`src/rtl/dly_coarse_ctrl_if.sv`:
```
// -----------------------------------------------------------------------------
// dly_coarse_ctrl_if
//   Groups the coarse delay controller's enable, phase-detector and status
//   signals into one bundle.
//
//   Parameters
//     N_CELL : number of coarse cells in the chain (width of o_sel)
//     CODE_W : width of the coarse code
//
//   Signals
//     i_en            controller enable (level)
//     i_pd_vld        phase-detector sample strobe
//     i_pd_up         delay too short, request a larger code
//     i_pd_dn         delay too long, request a smaller code
//     o_code          current coarse code
//     o_sel           thermometer select to the cell chain
//     o_lock          lock indicator
//     o_ovf / o_unf   sticky range-limit flags
//     o_busy          controller is not idle
//   Optional (macro DLY_COARSE_CTRL_OVR_EN)
//     i_ovr_en        force the code from i_ovr_code
//     i_ovr_code      override code (clamped to N_CELL-1)
//
//   Modports
//     master : the side driving enable / phase-detector inputs
//     slave  : the controller itself
// -----------------------------------------------------------------------------
interface dly_coarse_ctrl_if #(
    parameter int N_CELL = 32,
    parameter int CODE_W = 5
);
    logic              i_en;
    logic              i_pd_vld;
    logic              i_pd_up;
    logic              i_pd_dn;
`ifdef DLY_COARSE_CTRL_OVR_EN
    logic              i_ovr_en;
    logic [CODE_W-1:0] i_ovr_code;
`endif
    logic [CODE_W-1:0] o_code;
    logic [N_CELL-1:0] o_sel;
    logic              o_lock;
    logic              o_ovf;
    logic              o_unf;
    logic              o_busy;

    modport master (
`ifdef DLY_COARSE_CTRL_OVR_EN
        output i_ovr_en,
        output i_ovr_code,
`endif
        output i_en,
        output i_pd_vld,
        output i_pd_up,
        output i_pd_dn,
        input  o_code,
        input  o_sel,
        input  o_lock,
        input  o_ovf,
        input  o_unf,
        input  o_busy
    );

    modport slave (
`ifdef DLY_COARSE_CTRL_OVR_EN
        input  i_ovr_en,
        input  i_ovr_code,
`endif
        input  i_en,
        input  i_pd_vld,
        input  i_pd_up,
        input  i_pd_dn,
        output o_code,
        output o_sel,
        output o_lock,
        output o_ovf,
        output o_unf,
        output o_busy
    );
endinterface

```
`src/rtl/dly_coarse_ctrl.sv`:
```
// -----------------------------------------------------------------------------
// dly_coarse_ctrl
//   Coarse delay-line controller for the DLL. Filters early/late votes from
//   the phase detector, steps a coarse code up or down, drives the cell chain
//   with a thermometer select and reports lock and range-limit status.
//
//   Ports
//     i_clk  : controller clock
//     i_rst  : asynchronous active-high reset
//     bus    : dly_coarse_ctrl_if.slave (enable, phase-detector inputs,
//              code / select / status outputs)
//
//   Optional feature
//     DLY_COARSE_CTRL_OVR_EN : adds i_ovr_en / i_ovr_code to the interface;
//     while i_ovr_en is high the code follows i_ovr_code (clamped) and the
//     FSM is parked in SETTLE with lock cleared.
//
//   All outputs are registered; o_sel is registered alongside o_code so the
//   chain never sees a select vector that disagrees with the code.
// -----------------------------------------------------------------------------
module dly_coarse_ctrl #(
    parameter int N_CELL     = 32,
    parameter int CODE_W     = 5,
    parameter int INIT_CODE  = 8,
    parameter int FILT_TH    = 4,
    parameter int SETTLE_CYC = 8,
    parameter int LOCK_REV   = 3
) (
    input logic               i_clk,
    input logic               i_rst,
    dly_coarse_ctrl_if.slave  bus
);

    localparam int FILT_W = $clog2(FILT_TH + 1) + 1;
    localparam int CNT_W  = (SETTLE_CYC > 1) ? $clog2(SETTLE_CYC) : 1;
    localparam int REV_W  = $clog2(LOCK_REV + 1);

    localparam logic [CODE_W-1:0]        INIT     = CODE_W'(INIT_CODE);
    localparam logic [CODE_W-1:0]        MAX_CODE = CODE_W'(N_CELL - 1);
    localparam logic signed [FILT_W-1:0] TH_POS   = FILT_W'(FILT_TH);
    localparam logic signed [FILT_W-1:0] TH_NEG   = -FILT_W'(FILT_TH);
    localparam logic [CNT_W-1:0]         CNT_LAST = CNT_W'(SETTLE_CYC - 1);
    localparam logic [REV_W-1:0]         REV_MAX  = REV_W'(LOCK_REV);

    typedef enum logic [1:0] {IDLE, SETTLE, TRACK} state_t;
    typedef enum logic [1:0] {DIR_NONE, DIR_UP, DIR_DN} dir_t;

    state_t                     state_q, state_n;
    dir_t                       dir_q, dir_n, step_dir;
    logic [CODE_W-1:0]          code_q, code_n;
    logic [N_CELL-1:0]          sel_q, sel_n;
    logic signed [FILT_W-1:0]   filt_q, filt_n, filt_upd;
    logic [CNT_W-1:0]           cnt_q, cnt_n;
    logic [REV_W-1:0]           rev_q, rev_n, rev_inc;
    logic                       lock_q, lock_n;
    logic                       ovf_q, ovf_n;
    logic                       unf_q, unf_n;
    logic                       busy_q, busy_n;
    logic                       step_up, step_dn;

    // Thermometer select: cell k is selected when k is at or above the code.
    function automatic logic [N_CELL-1:0] therm(input logic [CODE_W-1:0] c);
        logic [N_CELL-1:0] v;
        for (int k = 0; k < N_CELL; k++) begin
            v[k] = (k >= int'(c));
        end
        return v;
    endfunction

    // State and output registers.
    always_ff @(posedge i_clk or posedge i_rst) begin
        if (i_rst) begin
            state_q <= IDLE;
            dir_q   <= DIR_NONE;
            code_q  <= INIT;
            sel_q   <= therm(INIT);
            filt_q  <= '0;
            cnt_q   <= '0;
            rev_q   <= '0;
            lock_q  <= 1'b0;
            ovf_q   <= 1'b0;
            unf_q   <= 1'b0;
            busy_q  <= 1'b0;
        end else begin
            state_q <= state_n;
            dir_q   <= dir_n;
            code_q  <= code_n;
            sel_q   <= sel_n;
            filt_q  <= filt_n;
            cnt_q   <= cnt_n;
            rev_q   <= rev_n;
            lock_q  <= lock_n;
            ovf_q   <= ovf_n;
            unf_q   <= unf_n;
            busy_q  <= busy_n;
        end
    end

    // Next-state logic. The filter never needs explicit clamping: reaching
    // either threshold always clears it, so it stays within +/-FILT_TH.
    always_comb begin
        state_n  = state_q;
        dir_n    = dir_q;
        code_n   = code_q;
        filt_n   = filt_q;
        cnt_n    = cnt_q;
        rev_n    = rev_q;
        lock_n   = lock_q;
        ovf_n    = ovf_q;
        unf_n    = unf_q;
        filt_upd = filt_q;
        step_up  = 1'b0;
        step_dn  = 1'b0;
        step_dir = DIR_NONE;
        rev_inc  = (rev_q == REV_MAX) ? rev_q : rev_q + 1'b1;

        case (state_q)
            IDLE: begin
                if (bus.i_en) begin
                    state_n = SETTLE;
                    code_n  = INIT;
                    filt_n  = '0;
                    cnt_n   = '0;
                    rev_n   = '0;
                    dir_n   = DIR_NONE;
                    lock_n  = 1'b0;
                    ovf_n   = 1'b0;
                    unf_n   = 1'b0;
                end
            end
            SETTLE: begin
                if (cnt_q == CNT_LAST) begin
                    state_n = TRACK;
                    cnt_n   = '0;
                end else begin
                    cnt_n = cnt_q + 1'b1;
                end
            end
            TRACK: begin
                if (bus.i_pd_vld) begin
                    if (bus.i_pd_up && !bus.i_pd_dn) begin
                        filt_upd = filt_q + FILT_W'(1);
                    end else if (bus.i_pd_dn && !bus.i_pd_up) begin
                        filt_upd = filt_q - FILT_W'(1);
                    end
                    if (filt_upd >= TH_POS) begin
                        filt_n = '0;
                        if (code_q != MAX_CODE) step_up = 1'b1;
                        else                    ovf_n   = 1'b1;
                    end else if (filt_upd <= TH_NEG) begin
                        filt_n = '0;
                        if (code_q != '0) step_dn = 1'b1;
                        else              unf_n   = 1'b1;
                    end else begin
                        filt_n = filt_upd;
                    end
                end
            end
            default: state_n = IDLE;
        endcase

        if (step_up) begin
            code_n   = code_q + 1'b1;
            unf_n    = 1'b0;
            step_dir = DIR_UP;
        end
        if (step_dn) begin
            code_n   = code_q - 1'b1;
            ovf_n    = 1'b0;
            step_dir = DIR_DN;
        end

        // Lock bookkeeping: reversals accumulate, a repeated direction
        // (two consecutive same-direction steps) drops lock.
        if (step_up || step_dn) begin
            state_n = SETTLE;
            cnt_n   = '0;
            dir_n   = step_dir;
            if (dir_q != DIR_NONE) begin
                if (dir_q != step_dir) begin
                    rev_n = rev_inc;
                    if (rev_inc == REV_MAX) lock_n = 1'b1;
                end else begin
                    rev_n  = '0;
                    lock_n = 1'b0;
                end
            end
        end

        // Disable wins over any step in flight; the code stays where it is.
        if (!bus.i_en) begin
            state_n = IDLE;
            code_n  = code_q;
            dir_n   = dir_q;
            rev_n   = rev_q;
            ovf_n   = ovf_q;
            unf_n   = unf_q;
            filt_n  = '0;
            cnt_n   = '0;
            lock_n  = 1'b0;
        end

`ifdef DLY_COARSE_CTRL_OVR_EN
        // Override parks the FSM in SETTLE so tracking restarts cleanly from
        // the forced code once released.
        if (bus.i_ovr_en) begin
            state_n = SETTLE;
            code_n  = (bus.i_ovr_code > MAX_CODE) ? MAX_CODE : bus.i_ovr_code;
            cnt_n   = '0;
            filt_n  = '0;
            lock_n  = 1'b0;
        end
`endif

        sel_n  = therm(code_n);
        busy_n = (state_n != IDLE);
    end

    assign bus.o_code = code_q;
    assign bus.o_sel  = sel_q;
    assign bus.o_lock = lock_q;
    assign bus.o_ovf  = ovf_q;
    assign bus.o_unf  = unf_q;
    assign bus.o_busy = busy_q;

endmodule

```
`src/flat_wrapper.sv`:
```
// flat-port wrapper written by rule: the top's interface ports become plain ports
module dly_coarse_ctrl_flat 
#(
    parameter int N_CELL     = 32,
    parameter int CODE_W     = 5,
    parameter int INIT_CODE  = 8,
    parameter int FILT_TH    = 4,
    parameter int SETTLE_CYC = 8,
    parameter int LOCK_REV   = 3
)
  (i_clk, i_rst, bus_i_en, bus_i_pd_vld, bus_i_pd_up, bus_i_pd_dn, bus_o_code, bus_o_sel, bus_o_lock, bus_o_ovf, bus_o_unf, bus_o_busy);
  dly_coarse_ctrl_if #(.N_CELL(N_CELL), .CODE_W(CODE_W)) bus_i ();
  input logic i_clk;
  input logic i_rst;
  input wire logic [$bits(bus_i.i_en)-1:0] bus_i_en;
  input wire logic [$bits(bus_i.i_pd_vld)-1:0] bus_i_pd_vld;
  input wire logic [$bits(bus_i.i_pd_up)-1:0] bus_i_pd_up;
  input wire logic [$bits(bus_i.i_pd_dn)-1:0] bus_i_pd_dn;
  output wire logic [$bits(bus_i.o_code)-1:0] bus_o_code;
  output wire logic [$bits(bus_i.o_sel)-1:0] bus_o_sel;
  output wire logic [$bits(bus_i.o_lock)-1:0] bus_o_lock;
  output wire logic [$bits(bus_i.o_ovf)-1:0] bus_o_ovf;
  output wire logic [$bits(bus_i.o_unf)-1:0] bus_o_unf;
  output wire logic [$bits(bus_i.o_busy)-1:0] bus_o_busy;
  assign bus_i.i_en = bus_i_en;
  assign bus_i.i_pd_vld = bus_i_pd_vld;
  assign bus_i.i_pd_up = bus_i_pd_up;
  assign bus_i.i_pd_dn = bus_i_pd_dn;
  assign bus_o_code = bus_i.o_code;
  assign bus_o_sel = bus_i.o_sel;
  assign bus_o_lock = bus_i.o_lock;
  assign bus_o_ovf = bus_i.o_ovf;
  assign bus_o_unf = bus_i.o_unf;
  assign bus_o_busy = bus_i.o_busy;
  dly_coarse_ctrl #(.N_CELL(N_CELL), .CODE_W(CODE_W), .INIT_CODE(INIT_CODE), .FILT_TH(FILT_TH), .SETTLE_CYC(SETTLE_CYC), .LOCK_REV(LOCK_REV)) u_core (.i_clk(i_clk), .i_rst(i_rst), .bus(bus_i));
endmodule
```
`config.mk`:
```
export PLATFORM = sky130hd
export DESIGN_NAME = dly_coarse_ctrl_flat
export DESIGN_NICKNAME = d
export VERILOG_FILES = /design/src/rtl/dly_coarse_ctrl_if.sv /design/src/rtl/dly_coarse_ctrl.sv /design/src/flat_wrapper.sv
export SDC_FILE = /design/constraint.sdc
export NUM_CORES = 1
export LEC_CHECK = 0
export CAP_MARGIN = 30
export CORE_MARGIN = 3
export CORE_UTILIZATION = 30
export DETAILED_ROUTE_END_ITERATION = 6
export PLACE_DENSITY_LB_ADDON = 0.1
export SYNTH_ARGS = -nofsm -noshare
export SYNTH_HDL_FRONTEND = slang
export SYNTH_SLANG_ARGS = --single-unit
```
`constraint.sdc`:
```
create_clock -name i_clk -period 5.8 [get_ports i_clk]
set_clock_uncertainty 0.05 [all_clocks]
set_input_delay 1.16 -clock i_clk [delete_from_list [all_inputs] [get_ports i_clk]]
set_output_delay 1.16 -clock i_clk [all_outputs]
set_load 0.01 [all_outputs]
```
==> metrics.json, run 1 <==
{
  "num_vias": 1955,
  "largest_net_degree_at_the_start_of_global_routing": 54,
  "initial_utilization": 0.316,
  "proportion_of_synthesized_flip_flops_having_asynchronous_set_or_reset": 1.00,
  "outcome": "complete, no violations",
  "cellInternalPower_uw": 558,
  "combinationalPowerShare": 0.202,
  "average_vias_per_placed_instance": 4.78,
  "synth-edff-count": 0,
  "gp_routability_congestion": 0.818,
  "critical_path_class": "in2reg",
  "synthToLayoutAreaGrowth_pct": 24.2,
  "synth-seq-cells": 53,
  "die_w_um": 99.9,
  "postCtsSetupBuffers": 0,
  "ir_worst_vdd_uv": 102,
  "synth.net_count": 271,
  "finalWorstPathRequiredPeriod_ns": 4.00,
  "grt_setup_unrepaired": "no",
  "postCtsHoldBufs": 0,
  "clk-insertion-delay-late_ns": 0.31,
  "grt_antenna_before_repair": 0,
  "grt_util_overall": 0.125,
  "clock_power_share": 0.274,
  "max-slew-margin-rel": 0.333,
  "placedInstanceArea_sq_um": 3190,
  "synth.avg_cell_area_sq_um": 10.3,
  "min_path_type": "reg2reg",
  "drt_iter0_markers": 71,
  "path_clk_slew_ns": 0.11,
  "seq_area_frac_synth": 0.513,
  "post-place-ws_ns": 1.47,
  "share_seq_of_total_power": 0.524,
  "ctsRootBufferMaster": "sky130_fd_sc_hd__clkbuf_8",
  "synth.top_cells.by_area": "sky130_fd_sc_hd__dfrtp_1 (27%), sky130_fd_sc_hd__dfstp_2 (24%), sky130_fd_sc_hd__nor2_1 (3.7%), sky130_fd_sc_hd__nand2_1 (3.5%), sky130_fd_sc_hd__ha_1 (3.3%)",
  "io_pins": 47,
  "ant_nets": 0,
  "max_clock_freq_mhz": 250,
  "cts_resized": 0,
  "hold_viol_final": 0,
  "most-common-layout-cells": "sky130_fd_sc_hd__clkdlybuf4s50_1 (45), sky130_fd_sc_hd__dfrtp_1 (29), sky130_fd_sc_hd__nor2_1 (26)",
  "synth.lib_cells_used.distinct": 56,
  "timing.critical_path.fanout_max": 25,
  "layout_commonest_cell": "sky130_fd_sc_hd__clkdlybuf4s50_1",
  "post_synth_inst_count": 258,
  "share_of_the_synthesized_area_in_the_top_cell_type": 0.274,
  "cts_inserted_buffers": 5,
  "finish.cell_count_without_fillers": 409,
  "worst-endpoint-arrival_ns": 4.18,
  "start_kind": "input port",
  "ys.warnings.count": 0,
  "tns_ns": 0,
  "cts_max_path_buffers": 2,
  "netlist.top_cell.by_area": "sky130_fd_sc_hd__dfrtp_1",
  "powerDensity_nw_per_um2": 241,
  "netSwitchingFraction": 0.294,
  "grt_remaining_overflow": 0,
  "finalMaxSlewViolations": 0,
  "flop2flop_setup_slack_ns": 2.50,
  "worst_ep_required_time_ns": 5.98,
  "maxCapViolations": 0,
  "antennaDiodeCount": 0,
  "wire_per_inst_um": 14.7,
  "die_h_um": 99.9,
  "setup_viol": 0,
  "switching_power_summed_over_all_nets_uw": 233,
  "static-leakage-power_nw": 1.38,
  "place.detailed.hpwl_um": 4370,
  "finish.net_count": 316,
  "tritoncts": "done",
  "drt_pass1_iterations": 4,
  "port_buffers": 45,
  "global_route_wire_length_before_repair_um": 10000,
  "coreArea_sq_um": 8380,
  "wl_um": 6000,
  "clock-sinks": 53,
  "synthFlopType": "sky130_fd_sc_hd__dfrtp_1",
  "layout_cells_sized_above_1": 0.181,
  "setup_ws_ns": 1.80,
  "worstMarginPinSlew_ns": 0.987,
  "area_of_the_mapped_netlist_sq_um": 2650,
  "fin_worst_hold_slack_ns": 0.475,
  "drc": 0,
  "rows": 33,
  "timing.final.crit_share": 0.689,
  "setup_crit_end_kind": "register",
  "dieArea_sq_um": 9980,
  "layout.cell_area.non_filler_sq_um": 3290,
  "h_tree_depth": 2,
  "placed_cells_incl_taps": 401,
  "grt_pass1_vias": 1925
}
per-stage QoR:
step / total power [mW] / util
floorplan: 0.517 / -
global placement: 0.583 / 0.381
detailed placement: 0.583 / 0.381
CTS: 0.803 / 0.392
global route: 0.841 / 0.392
finish: 0.791 / 0.392
power groups by stage:
| stage | clock, mW | sequential [mW] | combinational [mW] |
|---|---|---|---|
| global placement | 0 | 0.422 | 0.161 |
| global route | 0.243 | 0.419 | 0.178 |
| detailed placement | 0 | 0.422 | 0.161 |
| finish | 0.217 | 0.415 | 0.159 |
| floorplan | 0 | 0.428 | 0.0888 |
| CTS | 0.225 | 0.416 | 0.162 |
cells by family (layout without fill, tap and decap cells):
kind of cell	after synthesis	count (layout)	synth area share
DFF	53	53	0.513
AOI/OAI and AO/OA	65	65	0.180
xor gates and xnor gates	3	3	0.0156
adders and majority gates	7	7	0.0331
buffers and inverters	25	71	0.0402
muxes	2	2	0.00804
other	1	1	0.00142
and+or+nand+nor	102	102	0.209
Yosys cell counts (all sizes together), types with 2 or more instances:
cell type / instances
nand2b: 5
nor4: 5
nor2: 27
nor3: 9
dfrtp: 29
or2: 2
inv: 17
a21oi: 16
o31ai: 2
nor4b: 3
nand2: 26
and3b: 2
a31oi: 2
dfstp: 24
xnor2: 2
nor3b: 3
a22oi: 7
a21o: 2
or3: 5
nand3: 6
clkbuf: 5
buf: 3
o21ai: 21
nor2b: 7
ha: 7
a22o: 2
o221a: 2
registers in the layout (all words and copies together), names as in the netlist, 2 cells and up:
register / flops
u_core.bus.o_sel: 31
u_core.bus.o_code: 5
u_core.filt_q: 4
u_core.cnt_q: 3
u_core.dir_q: 2
u_core.rev_q: 2
u_core.state_q: 2
per-layer routing:
| layer | track usage | wire [um] |
|---|---|---|
| met4 | 0.0284 | 40 |
| met2 | 0.186 | 2730 |
| met1 | 0.185 | 2980 |
| met3 | 0.0271 | 250 |
| met5 | 0 | 0 |
path summary, 6_finish.rpt:
| check | from | to | cells after the start |
|---|---|---|---|
| max | bus_i_pd_dn | u_core.bus.o_sel[24] | 9 |
| min | u_core.bus.o_ovf | u_core.bus.o_ovf | 2 |
| max reg2reg | u_core.filt_q[0] | u_core.bus.o_sel[24] | 10 |
| min reg2reg | u_core.bus.o_ovf | u_core.bus.o_ovf | 2 |
| max in group asynchronous | i_rst | u_core.state_q[1] | 3 |
| min in group asynchronous | i_rst | u_core.bus.o_code[0] | 3 |
layout make-up:
cell class                      instances  area (sq um)
Fill cell                             854          5100
Sequential cell                        53          1360
Multi-Input combinational cell        180          1180
Timing Repair Buffer                   46           458
Tap cell                              105           131
Clock buffer                            5          68.8
Inverter                               17          63.8
Clock inverter                          3          25.0
critical path: stages:
cell and delay, ns:
sky130_fd_sc_hd__clkdlybuf4s50_1 0.67, sky130_fd_sc_hd__and4b_4 0.27, sky130_fd_sc_hd__a22oi_4 0.24, sky130_fd_sc_hd__xnor2_2 0.19, sky130_fd_sc_hd__nor4_1 0.43, sky130_fd_sc_hd__o21a_1 0.20, sky130_fd_sc_hd__o221a_2 0.49, sky130_fd_sc_hd__nor2b_1 0.40
sky130_fd_sc_hd__o21ai_1 0.13
Note: power is estimated with default switching activity, not from simulation.
==> run 2, diff against run 1 <==
==> constraint.sdc (replaced) <==
create_clock -name i_clk -period 3.6 [get_ports i_clk]
set_clock_uncertainty 0.05 [all_clocks]
set_input_delay 0.72 -clock i_clk [delete_from_list [all_inputs] [get_ports i_clk]]
set_output_delay 0.72 -clock i_clk [all_outputs]
set_load 0.01 [all_outputs]
==> metrics.json, run 2 (same netlist as run 1, synthesis figures left out) <==
{
  "finalMaxSlewViolations": 0,
  "cts_resized": 0,
  "initial_utilization": 0.316,
  "powerDensity_nw_per_um2": 371,
  "setup_crit_end_kind": "register",
  "rows": 33,
  "post-place-ws_ns": -0.00508,
  "synthToLayoutAreaGrowth_pct": 31.3,
  "clk-insertion-delay-late_ns": 0.30,
  "crit_slowest_cell": "sky130_fd_sc_hd__clkdlybuf4s50_1",
  "fin_worst_hold_slack_ns": 0.472,
  "wl_met2_um": 2890,
  "grt_setup_unrepaired": "no",
  "critical-path-max-stage-delay_ns": 0.53,
  "worst_ep_required_time_ns": 3.79,
  "path_clk_slew_ns": 0.10,
  "coreArea_sq_um": 8380,
  "ctsRootBufferMaster": "sky130_fd_sc_hd__clkbuf_8",
  "most-common-layout-cells": "sky130_fd_sc_hd__clkdlybuf4s50_1 (45), sky130_fd_sc_hd__dfrtp_1 (29), sky130_fd_sc_hd__nor2_1 (26)",
  "ant_nets": 0,
  "wire_per_inst_um": 14.3,
  "die_h_um": 99.9,
  "antennaDiodeCount": 0,
  "worstPathCellList": "clkdlybuf4s50_1 -> and3b_1 -> or3_1 -> o211a_2 -> o31ai_2 -> nor2_1 -> a2111oi_4 -> nand2_2 -> a21oi_1",
  "timing.critical_path.fanout_max": 8,
  "ir_worst_vdd_uv": 141,
  "setup_ws_ns": 0.310,
  "critical_path_class": "in2reg",
  "finalWorstPathRequiredPeriod_ns": 3.29,
  "tns_ns": 0,
  "outcome": "complete, no violations",
  "cts_inserted_buffers": 5,
  "static-leakage-power_nw": 1.50,
  "start_kind": "input port",
  "io_pins": 47,
  "wl_met3_um": 200,
  "h_tree_depth": 2,
  "min_path_type": "reg2reg",
  "max-slew-margin-rel": 0.657,
  "die_w_um": 99.9,
  "drt_iter0_markers": 44,
  "hold_viol_final": 0,
  "flip_flop_count_of_the_largest_register_after_layout": 31,
  "fin_util": 0.414,
  "tritoncts": "done",
  "grt_remaining_overflow": 0,
  "timing.final.crit_share": 0.914,
  "maxCapViolations": 0,
  "cts_max_path_buffers": 2,
  "grt_pass1_vias": 2070,
  "global_route_wire_length_before_repair_um": 10200,
  "top_layer_used": "met4",
  "gp_routability_congestion": 0.830,
  "grt_util_overall": 0.126,
  "dieArea_sq_um": 9980,
  "wl_um": 6200,
  "largest_net_degree_at_the_start_of_global_routing": 23,
  "average_vias_per_placed_instance": 4.84,
  "layout_commonest_cell": "sky130_fd_sc_hd__clkdlybuf4s50_1",
  "max_clock_freq_mhz": 304,
  "clock-sinks": 53,
  "worst-endpoint-arrival_ns": 3.48,
  "layout_cells_sized_above_1": 0.244,
  "postCtsHoldBufs": 0,
  "wl_met1_um": 3100,
  "postCtsSetupBuffers": 0,
  "num_vias": 2095,
  "port_buffers": 45,
  "worstMarginPinSlew_ns": 0.507,
  "finish.net_count": 340,
  "drt_pass1_iterations": 4,
  "setup_viol": 0,
  "place.detailed.hpwl_um": 4720,
  "grt_antenna_before_repair": 0,
  "drc": 0
}
run 2: critical path: cells and delay by family:
family / cells / cell delay, ns
compound gates: 4 / 1.28
buf+inv: 1 / 0.53
simple gates: 4 / 0.95
run 2: path summary, 6_finish.rpt:
check | start | end | slack [ns] | cells after the start
worst min register to register | u_core.bus.o_ovf | u_core.bus.o_ovf | 0.47 | 2
min in group asynchronous | i_rst | u_core.bus.o_sel[3] | 0.69 | 2
worst max-delay path | bus_i_pd_up | u_core.bus.o_sel[20] | 0.31 | 9
worst max register to register | u_core.filt_q[0] | u_core.bus.o_sel[20] | 0.43 | 10
worst min-delay path | u_core.bus.o_ovf | u_core.bus.o_ovf | 0.47 | 2
max in group asynchronous | i_rst | u_core.bus.o_code[3] | 2.15 | 3
run 2: area by class of cell:
cell class                      instances  area [sq um]
Clock buffer                            5          68.8
Fill cell                             836          4910
Multi-Input combinational cell        180          1190
Clock inverter                          3          25.0
Sequential cell                        53          1360
Tap cell                              105           131
Timing Repair Buffer                   70           638
Inverter                               17          63.8
run 2: metal layers:
metal  vias to the layer above  track usage
met5                         -            0
met4                         0       0.0315
met3                         2       0.0250
met2                        33        0.195
met1                      1015        0.182
li1                       1045            -
run 2: power by group:
group          internal [mW]  total [mW]  switching, mW
clock                  0.142       0.350          0.208
sequential             0.643       0.668         0.0247
combinational          0.124       0.272          0.148
total                  0.910        1.29          0.380
run 2: metrics by stage:
| step | total power, mW | cells | cell area [sq um] |
|---|---|---|---|
| after global placement | 0.952 | 425 | 3370 |
| after floorplan | 0.833 | 258 | 2650 |
| after CTS | 1.31 | 433 | 3470 |
| after global routing | 1.36 | 433 | 3470 |
| final | 1.29 | 433 | 3470 |
| after detailed placement | 0.953 | 425 | 3370 |
==> run 3, diff against run 2 <==
--- a/config.mk
+++ b/config.mk
@@ -8,6 +8,7 @@
 export CAP_MARGIN = 30
 export CORE_MARGIN = 3
 export CORE_UTILIZATION = 30
+export CTS_CLUSTER_DIAMETER = 60
 export DETAILED_ROUTE_END_ITERATION = 6
 export PLACE_DENSITY_LB_ADDON = 0.1
 export SYNTH_ARGS = -nofsm -noshare
==> results of run 3 <==
Final layout, timing and power as in run 2 (identical DEF).
